File: config.mk
export PLATFORM = sky130hd
export DESIGN_NAME = fft_bf_tw_stage
export DESIGN_NICKNAME = d
export VERILOG_FILES = /design/src/rtl/fft_bf_tw_stage.sv
export SDC_FILE = /design/constraint.sdc
export NUM_CORES = 1
export LEC_CHECK = 0
export CAP_MARGIN = 10
export CORE_MARGIN = 5
export CORE_UTILIZATION = 51
export DETAILED_ROUTE_END_ITERATION = 8
export PLACE_DENSITY = 0.81
export SYNTH_ARGS = -nofsm -noshare
export SYNTH_HDL_FRONTEND = slang
export SYNTH_SLANG_ARGS = --single-unit
File: constraint.sdc
create_clock -name i_clk -period 11.25 [get_ports i_clk]
set_clock_uncertainty 0.15 [all_clocks]
set_input_delay 1.6875 -clock i_clk [delete_from_list [all_inputs] [get_ports i_clk]]
set_output_delay 1.6875 -clock i_clk [all_outputs]
set_load 0.05 [all_outputs]
File: src/rtl/fft_bf_tw_stage.sv
//==============================================================================
// Module   : fft_bf_tw_stage
// Purpose  : Two-stage radix-2 butterfly, lane-1 difference rotated by a
//            twiddle read from an external registered ROM.
// Revision : 1.0 - initial release
//==============================================================================
`default_nettype none

module fft_bf_tw_stage #(
    parameter int NB  = 8,
    parameter int NTW = 8,
    parameter int AW  = 3
) (
    input  logic                  i_clk,
    input  logic                  i_rst_n,
    input  logic                  i_valid,
    input  logic                  i_sof,
    input  logic signed [NB-1:0]  i_data_0r,
    input  logic signed [NB-1:0]  i_data_0i,
    input  logic signed [NB-1:0]  i_data_1r,
    input  logic signed [NB-1:0]  i_data_1i,
    output logic        [AW-1:0]  o_tw_addr,
    input  logic signed [NTW-1:0] i_tw_r,
    input  logic signed [NTW-1:0] i_tw_i,
    output logic                  o_valid,
    output logic signed [NB-1:0]  o_data_0r,
    output logic signed [NB-1:0]  o_data_0i,
    output logic signed [NB-1:0]  o_data_1r,
    output logic signed [NB-1:0]  o_data_1i
);

    localparam int PW = NB + NTW + 1;
    localparam logic signed [PW-1:0] RND     = PW'(2 ** (NTW - 3));
    localparam logic signed [PW-1:0] SAT_MAX = PW'(2 ** (NB - 1) - 1);
    localparam logic signed [PW-1:0] SAT_MIN = ~SAT_MAX;

    // (a +/- b) / 2 with floor; bits [NB:1] of the NB+1 bit result.
    function automatic logic signed [NB-1:0] half_op(
        input logic signed [NB-1:0] a,
        input logic signed [NB-1:0] b,
        input logic                 sub
    );
        return NB'(sub ? (({a[NB-1], a} - {b[NB-1], b}) >> 1)
                       : (({a[NB-1], a} + {b[NB-1], b}) >> 1));
    endfunction

    function automatic logic signed [NB-1:0] rnd_sat(input logic signed [PW-1:0] p);
        logic signed [PW-1:0] r;
        r = (p + RND) >>> (NTW - 2);
        if (r > SAT_MAX)
            return SAT_MAX[NB-1:0];
        else if (r < SAT_MIN)
            return SAT_MIN[NB-1:0];
        else
            return r[NB-1:0];
    endfunction

    logic        [AW-1:0] cnt_q, cnt_d;
    logic                 v1_q;
    logic signed [NB-1:0] s_r_q, s_i_q, d_r_q, d_i_q;
    logic signed [PW-1:0] w_dr, w_di, w_wr, w_wi, w_pr, w_pi;

    always_comb begin
        o_tw_addr = (i_valid && i_sof) ? '0 : cnt_q;
        cnt_d     = i_valid ? o_tw_addr + AW'(1) : cnt_q;
    end

    // Twiddle data arrives one cycle after its address, aligned with stage 1.
    assign w_dr = PW'(d_r_q);
    assign w_di = PW'(d_i_q);
    assign w_wr = PW'(i_tw_r);
    assign w_wi = PW'(i_tw_i);
    assign w_pr = w_dr * w_wr - w_di * w_wi;
    assign w_pi = w_dr * w_wi + w_di * w_wr;

    always_ff @(posedge i_clk or negedge i_rst_n) begin
        if (!i_rst_n) begin
            cnt_q     <= '0;
            v1_q      <= 1'b0;
            o_valid   <= 1'b0;
            s_r_q     <= '0;
            s_i_q     <= '0;
            d_r_q     <= '0;
            d_i_q     <= '0;
            o_data_0r <= '0;
            o_data_0i <= '0;
            o_data_1r <= '0;
            o_data_1i <= '0;
        end else begin
            cnt_q     <= cnt_d;
            v1_q      <= i_valid;
            o_valid   <= v1_q;
            s_r_q     <= half_op(i_data_0r, i_data_1r, 1'b0);
            s_i_q     <= half_op(i_data_0i, i_data_1i, 1'b0);
            d_r_q     <= half_op(i_data_0r, i_data_1r, 1'b1);
            d_i_q     <= half_op(i_data_0i, i_data_1i, 1'b1);
            o_data_0r <= s_r_q;
            o_data_0i <= s_i_q;
            o_data_1r <= rnd_sat(w_pr);
            o_data_1i <= rnd_sat(w_pi);
        end
    end

endmodule

`default_nettype wire

# Word-level counts from Yosys, hierarchy flattened

Index checks and enable logic that the tools add are counted.
W data, S select, Z words.

Flip-flop bits (word level): 69
Bits of input ports: 52
Word-level logic and storage cells: 34
Output and inout bits: 36

Multiply operators: 4
Add/sub/neg operators: 9
Reductions and logical operators: 1
Magnitude comparators: 4
Multiplexer cells: 5

Operators with widths:

| cell                    | count |
|---|---|
| $mul A8 B8 Y16          | 4 |
| $add A17 B7 Y17 const B | 2 |
| $mux W8                 | 4 |
| $gt A11 B8 Y1 const B   | 2 |
| $lt A11 B8 Y1 const B   | 2 |
| $add A8 B8 Y9           | 2 |
| $sub A8 B8 Y9           | 2 |
| $add A16 B16 Y17        | 1 |
| $sub A16 B16 Y17        | 1 |
| $add A3 B1 Y3 const B   | 1 |
| $mux W3                 | 1 |
| $logic_and A1 B1 Y1     | 1 |

# Logic depth before layout (Yosys ltp)

Gate-level depths: netlist of the first run.

Depth after elaboration: 6
Depth in mapped cells: 23

# Worst setup path after synthesis of the first run

OpenSTA, ideal clock, no wires.

Path kind: input to register
From: input port i_tw_i[1]
To: register o_data_1i[5]
Setup slack: 3841 ps
Arrival time: 7167 ps
Buffers on the path: 1
Data required time: 11008 ps
Cell stages on the path: 21
Path through: clkbuf_1 nand2_1 inv_1 fa_1 inv_1 fa_1 inv_1 fa_1 fa_1 inv_1 fa_1 inv_1 fa_1 ha_1 and2_1 and3_1 and3_1 a211o_1 xnor2_1 a31oi_4 o31ai_2

Longest elaborated chain between the ends: 6
Elaborated cells on any way between the ends: 7
Those cells by class: add/sub (2); mul (1); order compare (2); mux (2)

RTL lines:

| element                | line | RTL |
|---|---|---|
| start: declaration     | 24   | `input logic signed [NTW-1:0] i_tw_i,` |
| $mul A8 B8 Y16 (*)     | 74   | `assign w_pi = w_dr * w_wi + w_di * w_wr;` |
| $add A16 B16 Y17 (*)   | 74   |  |
| $add A17 B7 Y17 (*)    | 49   | `r = (p + RND) >>> (NTW - 2);` |
| $lt A11 B8 Y1          | 52   | `else if (r < SAT_MIN)` |
| $mux W8                | 52   |  |
| $mux W8 (*)            | 50   | `if (r > SAT_MAX)` |
| end signal: assignment | 100  | `o_data_1i <= rnd_sat(w_pi);` |
| end: declaration       | 29   | `output logic signed [NB-1:0] o_data_1i` |

Mark *: on every way between the ends. The rest lies on a longest branch, timed or not.
A chain may end at the register's enable or synchronous reset.

# Worst setup path after layout of the first run

From: input port i_tw_r[2]
To: register o_data_1i[5]

Longest elaborated chain between the ends: 6
Elaborated cells on any way between the ends: 7
Those cells by class: add/sub (2); mul (1); order compare (2); mux (2)

RTL lines:

| element              | line | RTL |
|---|---|---|
| start: declaration   | 23   | `input logic signed [NTW-1:0] i_tw_r,` |
| $mul A8 B8 Y16 (*)   | 74   |  |
| $add A16 B16 Y17 (*) | 74   |  |
| $add A17 B7 Y17 (*)  | 49   |  |
| $lt A11 B8 Y1        | 52   |  |
| $mux W8              | 52   |  |
| $mux W8 (*)          | 50   |  |

Marked as above.

==> results of run 1 <==
synthesized netlist by cell type, types with 5 or more instances:
cell	n	area [um^2]
clkbuf_1	36	135.1
nand2b_1	8	50.05
nor2_1	50	187.7
a21o_1	16	120.1
and2_1	140	875.8
o21ai_0	20	100.1
o21ai_1	7	35.03
nor2b_1	5	31.28
xnor2_1	47	411.6
inv_1	367	1378
o21a_1	6	45.04
xor2_1	15	131.4
fa_1	282	5645
nand2_1	104	390.4
a21oi_1	36	180.2
ha_1	132	1652
dfrtp_1	69	1727
and3_1	8	50.05
o21bai_1	8	60.06
flip-flops by register name, summed over array words and instances (netlist names):
| signal | count |
|---|---|
| cnt_q | 3 |
| d_i_q | 8 |
| d_r_q | 8 |
| o_data_0i | 8 |
| o_data_0r | 8 |
| o_data_1i | 8 |
| o_data_1r | 8 |
| o_valid | 1 |
| s_i_q | 8 |
| s_r_q | 8 |
| v1_q | 1 |
metrics by stage:
stage,setup slack [ns],instance area (um^2)
final,3.001,15230
after global routing,2.697,15230
after CTS,3.041,15230
after detailed placement,2.700,14930
after global placement,2.906,14930
after floorplan,3.841,13770
critical path, cell delays in order:
cell and delay, ns:
clkdlybuf4s50_1 0.95, nand2_1 0.24, fa_1 0.73, inv_1 0.12, fa_1 0.51, inv_1 0.05, fa_1 0.47, inv_1 0.04
fa_1 0.46, fa_1 0.51, fa_1 0.43, ha_1 0.38, and2_1 0.25, and3_1 0.22, and3_1 0.19, a211o_1 0.30
xnor2_1 0.45, a31oi_4 0.11, o31ai_2 0.24
metal layers:
layer  vias up  wire length (um)  global-route usage [%]
met5         -                 0                       0
met2       297             14900                   35.63
met1      4842             11490                   26.05
met4         0               441                   4.982
met3        35              2106                   4.611
li1       4319                 -                       -
logic make-up (layout without fill, tap and decap cells):
group	Yosys count	after routing
simple gates	335	335
flops	69	69
buf+inv	404	470
fa+ha+maj	414	414
mux	4	4
xor+xnor	62	62
compound gates	128	128
final cells by class:
| type | count | share of cell area (%) |
|---|---|---|
| Multi-Input combinational cell | 943 | 69.14 |
| Sequential cell | 69 | 11.34 |
| Inverter | 367 | 9.047 |
| Timing Repair Buffer | 87 | 5.703 |
| Tap cell | 341 | 2.802 |
| Clock buffer | 10 | 1.504 |
| Clock inverter | 6 | 0.4684 |
path summary, 6_finish.rpt:
path                       cells after the start  slack [ns]                      to
setup / recovery                              19        3.00  o_data_1i[5]$_DFF_PN0_
hold / removal                                 0        0.19  o_data_0i[5]$_DFF_PN0_
setup reg to reg                              17        4.51  o_data_1i[5]$_DFF_PN0_
hold reg to reg                                0        0.19  o_data_0i[5]$_DFF_PN0_
max in group asynchronous                      1        9.06      d_i_q[7]$_DFF_PN0_
min in group asynchronous                      1        1.29      s_r_q[7]$_DFF_PN0_
==> impl_metrics.env, run 1 <==
export IMPL_totalWireLength_mm=28.93
export IMPL_clock_sinks=69
export IMPL_syn_area_per_cell_um2=9.725
export IMPL_die_area_um2=30390
export IMPL_fp_dieH_um=174.3
export IMPL_synth_adder_area_share_pct=52.99
export IMPL_drv_cap=0
export IMPL_crit_fanout=16
export IMPL_port_buffers=87
export IMPL_cts_root_buf="clkbuf_16"
export IMPL_synth_top_flop_cell="dfrtp_1"
export IMPL_fillCellCount=2202
export IMPL_synth_compound_area_share_pct=6.796
export IMPL_clkLatencyLatePin_ns=0.35
export IMPL_initial_utilization_pct=51.38
export IMPL_htreeDepth=3
export IMPL_ys_types=53
export IMPL_cts_buffers=9
export IMPL_tns_ns=0
export IMPL_synth_area_um2=13770
export IMPL_synthMuxAreaShare_pct=0.3089
export IMPL_first_pass_iters=7
export IMPL_required_ns=11.36
export IMPL_grt_antenna_before_repair=0
export IMPL_die_w_um=174.3
export IMPL_cts_tree="built"
export IMPL_finalHoldViolCount=0
export IMPL_synth_simple_gate_area_share_pct=12.41
export IMPL_multiInputGateArea_um2=10530
export IMPL_area_growth_syn_to_layout_pct=10.58
export IMPL_whs_ns=0.1896
export IMPL_place_inst=1807
export IMPL_status="completed"
export IMPL_worst_slew_pin_slew_ns=0.8824
export IMPL_core_um2=26800
export IMPL_drc=0
export IMPL_fmax_mhz=121.2
export IMPL_grt_first_pass_wirelength_mm=50.54
export IMPL_pin_count=88
export IMPL_synth_nets=1882
export IMPL_drt_initial_drc_count=562
export IMPL_yosysSeqAreaShare_pct=12.54
export IMPL_synth_edf_count=0
export IMPL_utilization_pct=56.82
export IMPL_ant_nets=0
export IMPL_syn_inst=1416
export IMPL_cts_hold_buf=0
export IMPL_path_clk_slew_ns=0.06
export IMPL_crit_path_end_kind="flip-flop"
export IMPL_cts_resized=0
export IMPL_regArea_um2=1727
export IMPL_drive_above_1_share_pct=2.092
export IMPL_viasPerCell=5.207
export IMPL_dr_total_vias=9493
export IMPL_grt_total_usage_pct=20.46
export IMPL_final_cells=1823
export IMPL_setup_viol=0
export IMPL_ys_warn_count=0
export IMPL_crit_type="in2reg"
export IMPL_layout_commonest_cell="inv_1"
export IMPL_ys_async_sr_fraction_pct=100.0
export IMPL_synth_xor_area_share_pct=3.943
export IMPL_rsz0062_at_grt="no"
export IMPL_r2r_start="d_i_q[7]$_DFF_PN0_"
export IMPL_grt_max_degree=70
export IMPL_gp_congestion=0.8518
export IMPL_slew_headroom_pct=41.18
export IMPL_hold_class="reg2reg"
export IMPL_wl_per_cell_um=15.87
export IMPL_slew_viol_final=0
export IMPL_row_count=60
export IMPL_cts_buffer_depth=2
export IMPL_gr_total_overflow=0
export IMPL_synth_top_family_by_area="adder cells"
export IMPL_min_period_over_period_pct=73.32
export IMPL_hp_start="s_i_q[5]$_DFF_PN0_"
export IMPL_post_route_min_period_ns=8.249
export IMPL_startpoint="i_tw_r[2]"
export IMPL_hpwl_mm=23.18
export IMPL_critPathLaunchType="primary input"
export IMPL_post_cts_buffers=0
export IMPL_ys_seq_elements=69
export IMPL_final_nets=1943
export IMPL_most_common_layout_cells="inv_1, fa_1, and2_1"
export IMPL_antenna_cells=0
export IMPL_worst_ep_arrival_time_ns=8.36
export IMPL_grt_pass1_vias=10640
Power of run 1 is not shown: default switching activity piles up to over one toggle a cycle in this logic, so the estimate is an artifact.
==> run 2, diff against run 1 <==
Settings changed: PLACE_DENSITY 0.81 to 0.84.
Clock period 11.25 ns to 7.2 ns, I/O delays scaled along.
==> run 2 against run 1 <==
  * Critical path type unchanged
  * Global-route usage is 0.51 points higher
  * First-iteration DRC count is 14% higher
  * Final area is 4.7% higher
  * Largest cell class unchanged
==> impl_metrics.env, run 2 (synthesized netlist as in run 1, its figures left out) <==
export IMPL_holdPathStages=0
export IMPL_status="completed"
export IMPL_clock_sinks=69
export IMPL_worst_ep_arrival_time_ns=7.08
export IMPL_gr_total_overflow=0
export IMPL_cp_common_cell="fa_1"
export IMPL_r2r_cells=20
export IMPL_fp_dieH_um=174.3
export IMPL_die_w_um=174.3
export IMPL_crit_chain="clkdlybuf4s50_1, buf_12, and2_2, fa_1, inv_1, fa_1, fa_1, fa_1, inv_1, fa_1, inv_1, fa_1, inv_1, ha_1, a21o_1, o41ai_2, xor2_1, buf_4, o31ai_4, buf_4, a21o_1"
export IMPL_port_buffers=87
export IMPL_initial_utilization_pct=51.38
export IMPL_fmax_mhz=143.1
export IMPL_multiInputGateArea_um2=10550
export IMPL_totalWireLength_mm=29.87
export IMPL_drv_cap=0
export IMPL_grt_first_pass_wirelength_mm=52.00
export IMPL_antenna_cells=0
export IMPL_drt_initial_drc_count=643
export IMPL_crit_fanout=16
export IMPL_cts_buffers=9
export IMPL_viasPerCell=5.203
export IMPL_dr_total_vias=9912
export IMPL_fillCellCount=2130
export IMPL_core_um2=26800
export IMPL_final_nets=2025
export IMPL_htreeDepth=3
export IMPL_grt_total_usage_pct=20.98
export IMPL_most_common_layout_cells="inv_1, fa_1, and2_1"
export IMPL_grt_antenna_before_repair=0
export IMPL_finalHoldViolCount=0
export IMPL_slew_viol_final=0
export IMPL_first_pass_iters=5
export IMPL_crit_path_end_kind="flip-flop"
export IMPL_area_growth_syn_to_layout_pct=15.72
export IMPL_drive_above_1_share_pct=7.545
export IMPL_slew_headroom_pct=41.99
export IMPL_wl_per_cell_um=15.68
export IMPL_worst_slew_pin_slew_ns=0.8702
export IMPL_hold_class="reg2reg"
export IMPL_place_inst=1888
export IMPL_drc=0
export IMPL_crit_type="in2reg"
export IMPL_path_clk_slew_ns=0.07
export IMPL_die_area_um2=30390
export IMPL_gp_congestion=0.8712
export IMPL_grt_max_degree=70
export IMPL_critPathLaunchType="primary input"
export IMPL_dp_slack_ns=-0.3394
export IMPL_row_count=60
export IMPL_cts_root_buf="clkbuf_16"
export IMPL_cpMaxStageDelayCell="fa_1"
export IMPL_pin_count=88
export IMPL_hpwl_mm=24.42
export IMPL_rsz0062_at_grt="yes"
export IMPL_setup_ws_ns=0.2103
export IMPL_layout_commonest_cell="inv_1"
export IMPL_slowest_delay_ns=0.59
export IMPL_post_route_min_period_ns=6.990
export IMPL_cts_buffer_depth=2
export IMPL_grt_pass1_vias=11080
export IMPL_clkLatencyLatePin_ns=0.35
export IMPL_final_cells=1905
export IMPL_cts_hold_buf=0
export IMPL_ant_nets=0
export IMPL_required_ns=7.30
export IMPL_setup_viol=0
export IMPL_cts_tree="built"
export IMPL_min_period_over_period_pct=97.08
export IMPL_regArea_um2=1727
run 2: changes by cell type in the layout (fill, tap and decap cells not counted), sizes merged:
cell and delta:
clkinv -1, bufinv -1, inv -1, clkinvlp +3, dlymetal6s2s +4, buf +82
clkdlybuf4s50 -4
run 2: timing repair:
action	CTS	global route
gates resized for setup	1	8
setup endpoints to repair	5	14
buffers inserted	0	1
pin swaps	0	3
run 2: critical path: cells and delay by family:
kind	cells	cell delay (ns)
AO/OA/AOI/OAI	4	0.82
AND/OR/NAND/NOR	1	0.22
buffers and inverters	8	1.24
XOR/XNOR	1	0.29
adder cells (fa/ha/maj)	7	3.40
run 2: area by class of cell:
| class | count | area share (%) |
|---|---|---|
| clock buffers | 10 | 1.437 |
| clock inverters | 6 | 0.2984 |
| inverters | 367 | 8.645 |
| multi-input cells | 943 | 66.18 |
| flip-flops and latches | 69 | 10.84 |
| well taps | 341 | 2.677 |
| repair buffers | 169 | 9.925 |
run 2: metrics by stage:
stage	TNS, ns	area [um^2]	utilization (%)	hold WS [ns]
5_1_grt	-0.1742	15940	59.46	0.2006
4_1_cts	0	15910	59.35	0.1932
6_report	0	15940	59.46	0.1905
2_1_floorplan	0	13770	-	0.1812
3_3_place_gp	-1.474	15620	58.29	0.1818
3_5_place_dp	-3.893	15620	58.29	0.1855
run 2: worst paths after layout:
kind / startpoint / end / slack [ns]
min in group asynchronous: i_rst_n / cnt_q[1]$_DFFE_PN0P_ / 0.69
worst max register to register: d_r_q[7]$_DFF_PN0_ / o_data_1r[6]$_DFF_PN0_ / 0.70
worst min-delay path: s_i_q[5]$_DFF_PN0_ / o_data_0i[5]$_DFF_PN0_ / 0.19
worst min register to register: s_i_q[5]$_DFF_PN0_ / o_data_0i[5]$_DFF_PN0_ / 0.19
worst max-delay path: i_tw_r[2] / o_data_1r[6]$_DFF_PN0_ / 0.21
max in group asynchronous: i_rst_n / o_data_1i[7]$_DFF_PN0_ / 5.64
run 2: per-layer routing:
layer / global-route usage (%) / vias up / part of all wire, %
met1: 26.82 / 5032 / 39
li1: - / 4484 / -
met5: 0 / - / 0
met3: 4.002 / 60 / 7.3
met4: 5.939 / 0 / 2.2
met2: 36.53 / 336 / 52
Power of run 2 is left out for the same reason.
==> run 3, diff against run 2 <==
Settings changed: CORE_UTILIZATION 51 to 29, PLACE_DENSITY 0.84 to 0.57, SETUP_SLACK_MARGIN set to 0.2.
==> run 3 against run 2 <==
  * Routed wire length increased by 3.9%
  * Final area increased by 4.7%
  * Critical path depth increased by 2
  * Final cell count increased by 15%
  * Worst hold slack improved by 0.0085 ns
  * Fmax increased by 3.3%
  * Global-route usage decreased by 8.4 points
  * Count of clock-buffer cells in the layout decreased by 1
  * Flip-flop and latch count unchanged
==> impl_metrics.env, run 3 (synthesized netlist as in run 1, its figures left out) <==
export IMPL_status="completed"
export IMPL_post_route_min_period_ns=6.764
export IMPL_cpMaxStageDelayCell="fa_1"
export IMPL_required_ns=7.29
export IMPL_r2r_slack_ns=0.73
export IMPL_final_nets=2050
export IMPL_startpoint="i_tw_r[6]"
export IMPL_slew_viol_final=0
export IMPL_wl_per_cell_um=14.13
export IMPL_worstReg2RegEnd="o_data_1i[1]$_DFF_PN0_"
export IMPL_cts_buffers=9
export IMPL_area_growth_syn_to_layout_pct=21.16
export IMPL_drc=0
export IMPL_worst_slew_pin_slew_ns=0.9390
export IMPL_slowest_delay_ns=0.51
export IMPL_cp_common_cell="fa_1"
export IMPL_initial_utilization_pct=29.45
export IMPL_fp_dieH_um=227.9
export IMPL_gr_total_overflow=0
export IMPL_clkLatencyLatePin_ns=0.35
export IMPL_finalHoldViolCount=0
export IMPL_worst_ep_arrival_time_ns=6.85
export IMPL_grt_first_pass_wirelength_mm=54.01
export IMPL_cts_hold_buf=0
export IMPL_grt_max_degree=70
export IMPL_grt_total_usage_pct=12.55
export IMPL_hp_start="s_r_q[2]$_DFF_PN0_"
export IMPL_cts_tree="built"
export IMPL_die_area_um2=51940
export IMPL_core_um2=46750
export IMPL_setup_viol=0
export IMPL_drive_above_1_share_pct=10.26
export IMPL_min_period_over_period_pct=93.94
export IMPL_crit_end="o_data_1r[0]$_DFF_PN0_"
export IMPL_gp_congestion=0.7987
export IMPL_row_count=79
export IMPL_path_clk_slew_ns=0.06
export IMPL_hold_class="reg2reg"
export IMPL_fmax_mhz=147.9
export IMPL_grt_util_met1_pct=17.59
export IMPL_crit_type="in2reg"
export IMPL_cts_root_buf="clkbuf_16"
export IMPL_most_common_layout_cells="inv_1, fa_1, and2_1"
export IMPL_r2r_start="d_r_q[7]$_DFF_PN0_"
export IMPL_grt_antenna_before_repair=2
export IMPL_crit_fanout=12
export IMPL_rsz0062_at_grt="no"
export IMPL_hpwl_mm=24.93
export IMPL_crit_chain="clkdlybuf4s50_1, buf_12, buf_12, and2_1, fa_1, inv_1, fa_1, inv_1, fa_1, fa_1, fa_1, inv_1, fa_1, inv_1, ha_1, buf_4, buf_4, o2111a_1, a2111o_1, nand3_2, buf_4, o31ai_4, a21o_1"
export IMPL_grt_pass1_vias=10820
export IMPL_cts_buffer_depth=2
export IMPL_die_w_um=227.9
export IMPL_slew_headroom_pct=37.40
export IMPL_drt_initial_drc_count=386
export IMPL_pin_count=88
export IMPL_whs_ns=0.1990
export IMPL_totalWireLength_mm=31.04
export IMPL_htreeDepth=3
export IMPL_clock_sinks=69
export IMPL_met2_usage_pct=21.00
export IMPL_drv_cap=0
export IMPL_port_buffers=87
export IMPL_grt_met3_usage_pct=2.025
export IMPL_ant_nets=0
export IMPL_place_area_um2=16080
export IMPL_stdcell_area_um2=16680
export IMPL_layout_commonest_cell="inv_1"
export IMPL_critPathLaunchType="primary input"
export IMPL_viasPerCell=4.341
export IMPL_crit_path_end_kind="flip-flop"
export IMPL_dr_total_vias=9537
export IMPL_first_pass_iters=5
export IMPL_r2r_cells=20
export IMPL_busiest_layer="met2"
export IMPL_tns_ns=0
[run 3: critical path, delay by kind of cell]
family          cells  cell delay (ns)
buf+inv            10             1.32
fa+ha+maj           7             3.21
compound gates      4             0.95
simple gates        2             0.27
[run 3: worst min path at each step]
stage	slack, ns	cells after the start	to
after floorplan	0.18	0	o_data_0i[0]$_DFF_PN0_
after global placement	0.18	0	o_data_0r[0]$_DFF_PN0_
after detailed placement	0.18	0	o_data_0r[1]$_DFF_PN0_
after CTS	0.20	0	o_data_0r[2]$_DFF_PN0_
after global routing	0.21	0	o_data_0i[7]$_DFF_PN0_
final	0.20	0	o_data_0r[2]$_DFF_PN0_
[run 3: cell type report]
class / instances / area, um^2
Antenna cell: 1 / 2.502
Clock buffer: 9 / 225.2
Clock inverter: 7 / 73.82
Inverter: 367 / 1385
Sequential cell: 69 / 1727
Multi-Input combinational cell: 943 / 10630
Tap cell: 607 / 759.5
Timing Repair Buffer: 194 / 1882
Fill cell: 4782 / 30070
[run 3: timing repair]
item	in CTS	in global routing
endpoints found under the setup margin	7	15
pin swaps	0	29
setup buffers	0	11
resized for setup	1	43
cloned	0	2
[run 3: metal layers]
| layer | wire length (um) | vias up |
|---|---|---|
| met5 | 11 | - |
| met4 | 289 | 2 |
| met3 | 1218 | 17 |
| met2 | 14850 | 148 |
| met1 | 14660 | 4841 |
| li1 | - | 4529 |
[run 3: metrics by stage]
step	setup slack, ns	utilization (%)	cells
after CTS	0.2001	35.03	2183
after global placement	-0.1431	34.39	2167
after detailed placement	-0.1957	34.39	2167
after global routing	0.2019	35.68	2196
after floorplan	0.3982	-	1416
final	0.4364	35.69	2197
Power of run 3 is left out for the same reason.
